## config.mk

```make
export PLATFORM = sky130hd
export DESIGN_NAME = interval_timer_ctrl
export DESIGN_NICKNAME = d
export VERILOG_FILES = /design/src/rtl/interval_timer_ctrl.sv
export SDC_FILE = /design/constraint.sdc
export NUM_CORES = 1
export LEC_CHECK = 0
export CORE_MARGIN = 4
export CORE_UTILIZATION = 53
export CTS_CLUSTER_DIAMETER = 80
export DETAILED_ROUTE_END_ITERATION = 16
export GPL_ROUTABILITY_DRIVEN = 1
export GPL_TIMING_DRIVEN = 0
export PLACE_DENSITY_LB_ADDON = 0.08
export SLEW_MARGIN = 20
export SYNTH_ARGS = -nofsm -noshare
export SYNTH_HDL_FRONTEND = slang
export SYNTH_SLANG_ARGS = --single-unit
```

## constraint.sdc

```tcl
create_clock -name clk -period 2.6 [get_ports clk]
set_input_delay 0.39 -clock clk [delete_from_list [all_inputs] [get_ports clk]]
set_output_delay 0.39 -clock clk [all_outputs]
set_load 0.01 [all_outputs]
```

## src/rtl/interval_timer_ctrl.sv

```systemverilog
// -----------------------------------------------------------------------------
// interval_timer_ctrl
//   Sequencing controller for an up-counting interval timer. A start pulse
//   latches the period, prescale and mode, and the counter then advances once
//   every (prescale+1) clocks. When an advance finds the counter at the period
//   value, that is an expiry. An expiry raises tick for one cycle and bumps the
//   expiry counter. It then either reloads the counter (periodic mode) or parks
//   in DONE (one-shot mode).
//
// Ports
//   clk       in   1           system clock, rising edge
//   rst       in   1           asynchronous, active-high reset
//   start     in   1           pulse: latch config and begin timing (IDLE/DONE only)
//   abort     in   1           pulse: stop immediately, return to IDLE
//   periodic  in   1           1 = auto-reload, 0 = one-shot (latched on start)
//   period    in   WIDTH       terminal count P (latched on start)
//   prescale  in   PRESCALE_W  divider S, advance every S+1 cycles (latched on start)
//   busy      out  1           high while in RUN
//   done      out  1           one-shot finished, held until start/abort
//   tick      out  1           one-cycle expiry pulse
//   count     out  WIDTH       current counter value
//   expiries  out  EXP_W       expiries since last start, wraps
//
// Control interface: start and abort are single-cycle command pulses, and no
// handshake is returned. A command is acted on at the rising edge where it is
// sampled high. abort beats start. A start seen while busy is dropped. Every
// output is a register, so each one changes only on a clock edge or on reset.
// -----------------------------------------------------------------------------
module interval_timer_ctrl #(
   parameter int WIDTH      = 16,
   parameter int PRESCALE_W = 8,
   parameter int EXP_W      = 8
) (
   input  logic                  clk,
   input  logic                  rst,
   input  logic                  start,
   input  logic                  abort,
   input  logic                  periodic,
   input  logic [WIDTH-1:0]      period,
   input  logic [PRESCALE_W-1:0] prescale,
   output logic                  busy,
   output logic                  done,
   output logic                  tick,
   output logic [WIDTH-1:0]      count,
   output logic [EXP_W-1:0]      expiries
);

   typedef enum logic [1:0] {
      S_IDLE = 2'd0,
      S_RUN  = 2'd1,
      S_DONE = 2'd2
   } state_t;

   state_t                  state_q,    state_d;
   logic [WIDTH-1:0]        count_q,    count_d;
   logic [PRESCALE_W-1:0]   presc_q,    presc_d;
   logic [EXP_W-1:0]        exp_q,      exp_d;
   logic                    busy_q,     busy_d;
   logic                    done_q,     done_d;
   logic                    tick_q,     tick_d;
   // Configuration latched at start; bus inputs are ignored while running.
   logic [WIDTH-1:0]        period_q,   period_d;
   logic [PRESCALE_W-1:0]   presc_cfg_q, presc_cfg_d;
   logic                    periodic_q, periodic_d;

   always_comb begin
      state_d     = state_q;
      count_d     = count_q;
      presc_d     = presc_q;
      exp_d       = exp_q;
      busy_d      = busy_q;
      done_d      = done_q;
      tick_d      = 1'b0;   // tick only ever lasts the cycle after an expiry
      period_d    = period_q;
      presc_cfg_d = presc_cfg_q;
      periodic_d  = periodic_q;

      if (abort) begin
         state_d = S_IDLE;
         count_d = '0;
         presc_d = '0;
         exp_d   = '0;
         busy_d  = 1'b0;
         done_d  = 1'b0;
      end else if (start && (state_q != S_RUN)) begin
         period_d    = period;
         presc_cfg_d = prescale;
         periodic_d  = periodic;
         count_d     = '0;
         presc_d     = '0;
         exp_d       = '0;
         done_d      = 1'b0;
         busy_d      = 1'b1;
         state_d     = S_RUN;
      end else if (state_q == S_RUN) begin
         if (presc_q != presc_cfg_q) begin
            presc_d = presc_q + PRESCALE_W'(1);
         end else begin
            // Advance. The compare runs before the increment, so count never
            // goes past the period, even when the period is all ones.
            presc_d = '0;
            if (count_q != period_q) begin
               count_d = count_q + WIDTH'(1);
            end else begin
               tick_d = 1'b1;
               exp_d  = exp_q + EXP_W'(1);
               if (periodic_q) begin
                  count_d = '0;
               end else begin
                  state_d = S_DONE;
                  busy_d  = 1'b0;
                  done_d  = 1'b1;
               end
            end
         end
      end
   end

   always_ff @(posedge clk or posedge rst) begin
      if (rst) begin
         state_q     <= S_IDLE;
         count_q     <= '0;
         presc_q     <= '0;
         exp_q       <= '0;
         busy_q      <= 1'b0;
         done_q      <= 1'b0;
         tick_q      <= 1'b0;
         period_q    <= '0;
         presc_cfg_q <= '0;
         periodic_q  <= 1'b0;
      end else begin
         state_q     <= state_d;
         count_q     <= count_d;
         presc_q     <= presc_d;
         exp_q       <= exp_d;
         busy_q      <= busy_d;
         done_q      <= done_d;
         tick_q      <= tick_d;
         period_q    <= period_d;
         presc_cfg_q <= presc_cfg_d;
         periodic_q  <= periodic_d;
      end
   end

   assign busy     = busy_q;
   assign done     = done_q;
   assign tick     = tick_q;
   assign count    = count_q;
   assign expiries = exp_q;

endmodule

```

==> results by group <==
Cells and area
  • Fraction of layout cells with a size suffix above 1: 0.148
  • Layout filler cell count: between 400 and 500
  • Layout Nets: 413
  • Area growth, synth to finish: 26.3%
  • Design area: 0.00424 mm^2
  • Diodes inserted: 0
  • Most frequent cells in the layout: dfrtp_1, clkdlybuf4s50_1, xor2_1
  • Leading cell type in the layout, fill and taps excluded: dfrtp_1

Setup path
  • Worst-path fanout max: 10
  • Setup CP Type: flip-flop to flip-flop
  • Worst Setup End Kind: flip-flop
  • Crit-path max cell delay: 0.50 ns
  • CP required: 2.80 ns
  • Sequence of cells on the critical path: xor2_1 > nor4_1 > nand4_2 > clkbuf_1 > o311ai_0 > mux2i_1
  • Crit path launch type: flip-flop
  • R2r worst-path depth: 6
  • Crit path arrival time: roughly 2.7 ns
  • Slowest library cell on the worst path: nor4_1

Global routing
  • Total GRT Usage: 0.248
  • Vias in the first global route: around 2900
  • First-pass GRT wire length: 14.6 mm
  • Global route overflow: 0
  • Largest net degree at the start of global routing: 59
  • Number of antenna violations at the first check in global routing: 0

Detailed routing
  • ANT nets after route: 0
  • Vias per cell: between 6 and 7
  • WL final: 8.60 mm
  • Vias post-DR: 2842
  • Wire per inst: 18.6 um
  • 1st-iter DRT viols: 209
  • First-pass iteration count of the detailed router: 5
  • # DRC: 0

Synthesis
  • Unique cell type count in the Yosys netlist: 42
  • Ys flop type: dfrtp_1
  • Post-Synth XOR/XNOR Area: 0.0835
  • Syn Nets: 346
  • Main combinational cell family by area after synthesis: compound AO/OA/AOI/OAI gates
  • EDFF count, synth: 0
  • Yosys warns: 0
  • Compound-Gate Fraction of Synth Area: 0.154
  • Asr flop ratio synth: 1.00
  • Seq/Total Area, Yosys: 0.447
  • Post-synthesis simple-gate area fraction: 0.120
  • Cells after Synth: ~310
  • Adder and majority gate portion of the synthesized area: 0.0112
  • Syn avg cell area: between 10 and 15 um^2
  • FF+latch count, synth: 60
  • Mux cell area share after synthesis: 0.132
  • Post-Syn Area: around 0.0034 mm^2

Power
  • Total power: about 2.3 mW
  • Leak: approximately 1.7 nW
  • Maximum VDD drop: 0.374 mV
  • Total power per unit cell area: approximately 550 mW/mm^2

Clock network
  • H-Tree Depth: 3
  • Clock buffer depth: 2
  • Clock transition at path regs: 0.07 ns
  • CTS Buf Count: 9
  • CTS tree: yes
  • CTS Root Cell: clkbuf_8
  • Clock Latency Late Sink: 0.34 ns
  • Hold-fix buffers at CTS: 0
  • Clock sinks: 60

Placement
  • RePlAce Congestion: between 0.9 and 1
  • PortBufs: 54
  • DP Wirelength: roughly 5.9 mm
  • Area after DPL: approximately 0.004 mm^2

Timing
  • Final worst path period need: approximately 2.5 ns
  • Fin crit share: 0.948
  • Final Skew: ~0.0091 ns
  • # setup viols final: 0
  • Hold Fails Final Rpt: 0
  • Fmax: a little over 400 MHz
  • Slew of the pin with the lowest slew margin: slightly below 0.8 ns
  • Slew margin rel.: 0.467
  • Slew Viols, Final: 0

Floorplan
  • Die Y: around 90 um
  • Core box area: 0.00603 mm^2
  • Die area: about 0.0077 mm^2
  • Die Wd: just under 90 um
  • Total I/O pin count: 56
  • Starting Density: 0.557
  • Row count: 28

Run
  • Max capacitance violation total: 0

Min path
  • Hold Crit Class: input port to asynchronous set/reset pin

Status
  • Status: complete, no violations
## state kept, by name (all words and copies together), names as in the netlist
| signal | count |
|---|---|
| tick | 1 |
| count | 16 |
| presc_q | 8 |
| expiries | 8 |
| periodic_q | 1 |
| presc_cfg_q | 8 |
| state_q | 2 |
| period_q | 16 |
## synth_stat cells, types with 5 or more instances
master | number | area share
a211oi_1 | 14 | 0.031
a21o_1 | 5 | 0.011
and3_1 | 9 | 0.017
clkbuf_1 | 15 | 0.017
dfrtp_1 | 60 | 0.45
inv_1 | 21 | 0.023
mux2_2 | 26 | 0.087
mux2i_1 | 15 | 0.045
nand2_1 | 11 | 0.012
nand3_1 | 14 | 0.021
nand4_1 | 5 | 0.0093
nor2_1 | 9 | 0.010
o311ai_0 | 26 | 0.068
xor2_1 | 31 | 0.081
## path summary, 6_finish.rpt
check	start	endpoint	slack [ns]
worst max-delay path	count[1]	count[14]	0.14
worst min-delay path	rst	period_q[5]	0.26
worst max register to register	count[1]	count[14]	0.14
worst min register to register	presc_cfg_q[2]	presc_cfg_q[2]	0.53
max in group asynchronous	rst	count[11]	1.87
min in group clk	presc_cfg_q[2]	presc_cfg_q[2]	0.53
## stage by stage
step / cells / worst slack [ns] / hold WS, ns / util / setup TNS, ns
after floorplan: 314 / 0.613 / 0.501 / - / 0
after global placement: 443 / -0.358 / 0.510 / 0.662 / -21.28
after detailed placement: 444 / -0.0431 / 0.516 / 0.667 / -0.194
after CTS: 460 / 0.0481 / 0.252 / 0.701 / 0
after global routing: 461 / -0.000365 / 0.257 / 0.703 / -0.000365
final: 461 / 0.135 / 0.257 / 0.703 / 0
## power breakdown
| group | internal, mW | switching (mW) | total, mW | leakage (nW) |
|---|---|---|---|---|
| Clock | 0.496 | 0.376 | 0.872 | 0.0959 |
| Sequential | 1.02 | 0.0682 | 1.09 | 0.781 |
| Combinational | 0.181 | 0.189 | 0.370 | 0.842 |
## kinds of logic (layout without fill, tap and decap cells)
kind of cell | after synthesis | count (layout)
compound gates | 65 | 65
xor+xnor | 32 | 32
fa+ha+maj | 3 | 3
buf+inv | 43 | 115
flops | 60 | 60
mux | 41 | 41
simple gates | 70 | 70
## critical path: cells and delay by family (launching register included)
| family | cells | cell delay, ns |
|---|---|---|
| AOI/OAI and AO/OA | 1 | 0.44 |
| buffers and inverters | 1 | 0.31 |
| and+or+nand+nor | 2 | 0.79 |
| xor gates and xnor gates | 1 | 0.19 |
| DFF | 1 | 0.46 |
| muxes | 1 | 0.14 |
## repair_timing
action,in CTS,in global routing
endpoints found under the setup margin,0,14
resized for setup,0,1
setup buffers,0,1
hold endpoints to repair,0,0
## per-layer routing
| metal | part of all wire | GRT usage |
|---|---|---|
| met5 | 0 | 0 |
| met4 | 0.028 | 0.109 |
| met3 | 0.061 | 0.0564 |
| met2 | 0.48 | 0.379 |
| met1 | 0.43 | 0.337 |
## cell type report
| class | instances | area (um^2) | share of cell area |
|---|---|---|---|
| Clock buffer | 13 | 159 | 0.0375 |
| Buffer | 22 | 96.3 | 0.0227 |
| Timing Repair Buffer | 56 | 576 | 0.136 |
| Sequential cell | 60 | 1500 | 0.354 |
| Inverter | 21 | 81.3 | 0.0192 |
| Tap cell | 75 | 93.8 | 0.0221 |
| Clock inverter | 3 | 45.0 | 0.0106 |
| Multi-Input combinational cell | 211 | 1690 | 0.398 |
Note: power is estimated with default switching activity, not from simulation.
